===== config.mk =====
export PLATFORM = sky130hd
export DESIGN_NAME = uart_tx_port
export DESIGN_NICKNAME = d
export VERILOG_FILES = /design/src/rtl/uart_tx_port.sv
export SDC_FILE = /design/constraint.sdc
export NUM_CORES = 1
export LEC_CHECK = 0
export ABC_CLOCK_PERIOD_IN_PS = 3930
export BUFFER_PORTS_ARGS = -buffer_cell sky130_fd_sc_hd__buf_2
export CELL_PAD_IN_SITES_DETAIL_PLACEMENT = 0
export CELL_PAD_IN_SITES_GLOBAL_PLACEMENT = 1
export CORE_MARGIN = 5
export CORE_UTILIZATION = 30
export CTS_CLUSTER_DIAMETER = 80
export DETAILED_ROUTE_END_ITERATION = 7
export GPL_TIMING_DRIVEN = 0
export PLACE_DENSITY = 0.61
export SYNTH_ARGS = -nofsm -noshare
export SYNTH_HDL_FRONTEND = slang
export SYNTH_SLANG_ARGS = --single-unit

===== constraint.sdc =====
create_clock -name clk -period 3.93 [get_ports clk]
set_clock_uncertainty 0.15 [all_clocks]
set_input_delay 0.786 -clock clk [delete_from_list [all_inputs] [get_ports clk]]
set_output_delay 0.786 -clock clk [all_outputs]
set_load 0.1 [all_outputs]

===== src/rtl/uart_tx_port.sv =====
// Memory-mapped 8N1 UART transmitter with a small byte FIFO.
// Data register enqueues bytes; status register reports FIFO state and flags.
module uart_tx_port #(
    parameter int WORD_SIZE = 20,
    parameter int CLKS_PER_BIT = 16,
    parameter int FIFO_DEPTH = 8,
    parameter logic [WORD_SIZE-1:0] TX_ADDR = 'hff81,
    parameter logic [WORD_SIZE-1:0] STATUS_ADDR = 'hff82
) (
    input  logic                 clk,
    input  logic                 reset,
    input  logic [WORD_SIZE-1:0] addr_i,
    input  logic [WORD_SIZE-1:0] value_i,
    input  logic                 write_i,
    output logic [WORD_SIZE-1:0] value_o,
    output logic                 tx_o,
    output logic                 busy_o
);

    localparam int PTR_W = $clog2(FIFO_DEPTH);
    localparam int CNT_W = PTR_W + 1;
    localparam int BIT_W = $clog2(CLKS_PER_BIT);
    localparam logic [CNT_W-1:0] DEPTH_C = CNT_W'(FIFO_DEPTH);
    localparam logic [BIT_W-1:0] LAST_BIT = BIT_W'(CLKS_PER_BIT - 1);

    typedef enum logic [1:0] {
        IDLE,
        START,
        DATA,
        STOP
    } state_t;

    state_t           state;
    logic [BIT_W-1:0] bit_cnt;
    logic [2:0]       bit_idx;
    logic [7:0]       shift;
    logic             tx_q;

    logic [7:0]       mem [FIFO_DEPTH];
    logic [PTR_W-1:0] wr_ptr;
    logic [PTR_W-1:0] rd_ptr;
    logic [CNT_W-1:0] count;
    logic             overflow;
    logic [WORD_SIZE-1:0] addr_q;

    logic wr_tx;
    logic wr_st;
    logic full;
    logic pop;
    logic push;
    logic bit_last;
    logic [3:0] cnt_field;
    logic unused_hi;

    assign wr_tx    = write_i && (addr_i == TX_ADDR);
    assign wr_st    = write_i && (addr_i == STATUS_ADDR);
    assign full     = (count == DEPTH_C);
    assign pop      = (state == IDLE) && (count != '0);
    // A pop in the same cycle frees the slot, so a full FIFO still accepts.
    assign push     = wr_tx && (!full || pop);
    assign bit_last = (bit_cnt == LAST_BIT);
    assign busy_o   = (state != IDLE) || (count != '0);
    assign tx_o     = tx_q;
    assign cnt_field = 4'(count);
    assign unused_hi = ^value_i[WORD_SIZE-1:8];

    always_ff @(posedge clk) begin
        if (push) begin
            mem[wr_ptr] <= value_i[7:0];
        end
    end

    always_ff @(posedge clk or posedge reset) begin
        if (reset) begin
            wr_ptr   <= '0;
            rd_ptr   <= '0;
            count    <= '0;
            overflow <= 1'b0;
        end else begin
            if (push) begin
                wr_ptr <= wr_ptr + PTR_W'(1);
            end
            if (pop) begin
                rd_ptr <= rd_ptr + PTR_W'(1);
            end
            unique case ({push, pop})
                2'b10:   count <= count + CNT_W'(1);
                2'b01:   count <= count - CNT_W'(1);
                default: count <= count;
            endcase
            if (wr_st) begin
                overflow <= 1'b0;
            end else if (wr_tx && !push) begin
                overflow <= 1'b1;
            end
        end
    end

    always_ff @(posedge clk or posedge reset) begin
        if (reset) begin
            state   <= IDLE;
            bit_cnt <= '0;
            bit_idx <= '0;
            shift   <= '0;
            tx_q    <= 1'b1;
        end else begin
            unique case (state)
                IDLE: begin
                    tx_q <= 1'b1;
                    if (pop) begin
                        shift   <= mem[rd_ptr];
                        bit_cnt <= '0;
                        state   <= START;
                        tx_q    <= 1'b0;
                    end
                end
                START: begin
                    if (bit_last) begin
                        bit_cnt <= '0;
                        bit_idx <= '0;
                        state   <= DATA;
                        tx_q    <= shift[0];
                    end else begin
                        bit_cnt <= bit_cnt + BIT_W'(1);
                    end
                end
                DATA: begin
                    if (bit_last) begin
                        bit_cnt <= '0;
                        if (bit_idx == 3'd7) begin
                            state <= STOP;
                            tx_q  <= 1'b1;
                        end else begin
                            bit_idx <= bit_idx + 3'd1;
                            shift   <= {1'b0, shift[7:1]};
                            tx_q    <= shift[1];
                        end
                    end else begin
                        bit_cnt <= bit_cnt + BIT_W'(1);
                    end
                end
                STOP: begin
                    if (bit_last) begin
                        bit_cnt <= '0;
                        state   <= IDLE;
                    end else begin
                        bit_cnt <= bit_cnt + BIT_W'(1);
                    end
                end
                default: begin
                    state <= IDLE;
                    tx_q  <= 1'b1;
                end
            endcase
        end
    end

    always_ff @(posedge clk or posedge reset) begin
        if (reset) begin
            addr_q <= '0;
        end else begin
            addr_q <= addr_i;
        end
    end

    // Non-status reads return zero so RAM data can be ORed in externally.
    always_comb begin
        value_o = '0;
        if (addr_q == STATUS_ADDR) begin
            value_o[7:0] = {cnt_field, 1'b0, overflow, busy_o, full};
        end
    end

endmodule


==> results.toml <==
[floorplan]
die_y_um = 137
start_util_pct = 30.5
core_sq_mm = 0.0158
die_x_um = 137
io_pins = 65
die-area_sq_mm = 0.0187
rows = 46

[clocking]
clk_pin_slew_ps = 50
cts_sinks = 113
root_buffer = "clkbuf_16"
worstSkewPairLatency_ps = 400
cts_buffers = 17
cts_htree_levels = 4
cts_max_path_buffers = 2
cts_hold_repair.buffers = 0
cts_tree = "done"

[sta]
timing.final.crit_share_pct = 92.2
setup_viol = 0
worstMarginPinSlew_ps = 1240
drv_slew = 0
clock.fmax_ghz = 0.276
setup_tns_ps = 0
rsz0062_at_grt = "false"
relSlewSlack_pct = 16.9
hold_viol = 0
min_period_ps = 3620

[placed_design]
place.gp.congestion = 0.700
dp_hpwl_mm = 6.71
placed_area_sq_mm = 0.00540
port_buffers = 39

[drt]
num_vias = 2741
wl_mm = 9.75
via_per_inst = 4.47
drc = 0
drt_pass1_iterations = 4
wire_per_inst_um = 15.9
drtIter0Drc = 195
ant_nets = 0

[logic_synthesis]
ys.flop_type = "edfxtp_1"
synth_top_cells_by_area = "edfxtp_1 (40%), dfrtp_1 (25%), mux4_2 (7.5%), ha_1 (3.1%), mux2_2 (2.3%)"
netlist_area_sq_mm = 0.00483
synthCells = 312
seq_area_frac_synth_pct = 65.2
yosysTopAreaCell = "edfxtp_1"
synth_cell_types = 51
async_reset_ff_share_pct = 43.4
yosysTopAreaCellShare_pct = 39.8
synth_edf_count = 64
syn_avg_cell_area_sq_um = 15.5
ys_seq_elements = 113
yosysWarningCount = 0

[setup_path]
cp.arrival_ps = 2690
cp_slowest_stage_delay_ps = 680
reg2reg_depth = 7
crit_chain = "or4b_2 > nor4_2 > and3_1 > buf_2"
cp_max_fo = 7
endpoint = "value_o[0]"
crit_required_ps = 2990
r2r_end = "mem[7][0]"
rrSetupSlack_ps = 540
critPathLaunch = "addr_q[17]"
crit_path_top_delay_cell = "or4b_2"
start_kind = "flip-flop"
endpoint_kind = "primary output"
critPathKind = "reg2out"
reg2reg_from = "state[0]"

[hold_path]
worst_hold_path_type = "in2async"

[power]
internal_power_mw = 2.77
p_sw_mw = 1.26
ir_drop_v = 0.000365
p_clk_share_pct = 35.1
sequentialPowerShare_pct = 36.7
p_sw_share_pct = 31.3
power.density_mw_per_mm2 = 677
power_frac_comb_pct = 28.2
p_leak_nw = 2.32

[grt]
globalRouteTotalUtil_pct = 11.5
antenna_found_initial = 0
grt_pass1_wl_mm = 16.0
grt_overflow = 0
grt_max_degree = 27
grt_pass1_vias = 2908

[finish]
layout_common_cells = "edfxtp_1 (64), dfrtp_1 (48), buf_2 (41)"
diodes = 0
syn2layout_area_growth_pct = 23.3
postLayoutCellArea_sq_mm = 0.00596
final_common_cell = "edfxtp_1"
nets = 440
drive_above_1_share_pct = 31.7

[status]
status = "complete, no violations"

[flow_run]
drv_cap = 0
## per-layer routing
metal | wire (um) | track usage [%]
met5 | 0 | 0
met4 | 121 | 3.99
met3 | 408 | 3.82
met2 | 4700 | 18.0
met1 | 4510 | 15.1
## repair_timing
action,4_1_cts,5_1_grt
endpoints found under the setup margin,4,0
hold endpoints to repair,0,0
gates resized for setup,1,0
buffers inserted,0,0
## logic make-up (layout without fill, tap and decap cells)
family,after synthesis,count (layout),synth area share [%]
flops,113,113,65.2
simple gates,72,72,9.37
compound gates,38,38,5.20
mux,35,35,11.7
buf+inv,32,105,3.55
fa+ha+maj,13,13,3.52
xor+xnor,8,8,1.45
other cells,1,13,0.0776
## power by group through the flow
stage	registers, mW	logic (mW)	clock network [mW]
global route	1.50	1.27	1.50
finish	1.48	1.14	1.41
global placement	1.50	1.13	0
detailed placement	1.51	1.15	0
CTS	1.48	1.16	1.44
floorplan	1.51	0.864	0
## cells in the mapped netlist, types with 5 or more instances
master    number
a22o_1         6
and2_1         6
buf_4         13
dfrtp_1       48
edfxtp_1      64
ha_1          12
inv_1         10
mux2_2        10
mux2i_1        9
mux4_2        16
nand2_1       22
nor2_1         6
o21ai_0       14
o31ai_1        5
xnor2_1        5
## registers in the layout, summed over array words and instances (netlist names)
name / cells
bit_idx: 3
state: 2
mem: 64
tx_o: 1
shift: 8
addr_q: 20
overflow: 1
bit_cnt: 4
rd_ptr: 3
wr_ptr: 3
cnt_field: 4
## worst min-delay path by stage
stage,from,endpoint,depth (start not counted)
global route,reset,addr_q[14],2
global placement,shift[7],shift[7],2
detailed placement,shift[7],shift[7],2
CTS,reset,addr_q[14],2
floorplan,shift[7],shift[7],2
finish,reset,cnt_field[1],2
## cell type report
type                    instances  area, sq um
clock buffers                  22          464
multi-input cells             179         1590
plain buffers                  22          134
repair buffers                 41          223
clock inverters                10         88.8
inverters                      10         37.5
well taps                     216          270
fillers                      1526         9870
flip-flops and latches        113         3150
## stage by stage
stage	hold slack, ps	std cells	util, %	setup slack, ps	power [mW]
CTS	289	613	37.6	248	4.08
detailed placement	323	581	34.1	-137	2.65
global route	331	613	37.6	132	4.27
global placement	313	579	33.8	-754	2.63
finish	288	613	37.6	305	4.03
floorplan	298	324	-	417	2.38
## worst max-delay path: cells and delay by family (launching register included)
family	cells	cell delay, ps
AND/OR/NAND/NOR	3	1510
buffers and inverters	1	430
flip-flops	1	350
No activity file was read; power rests on OpenSTA's default activity.
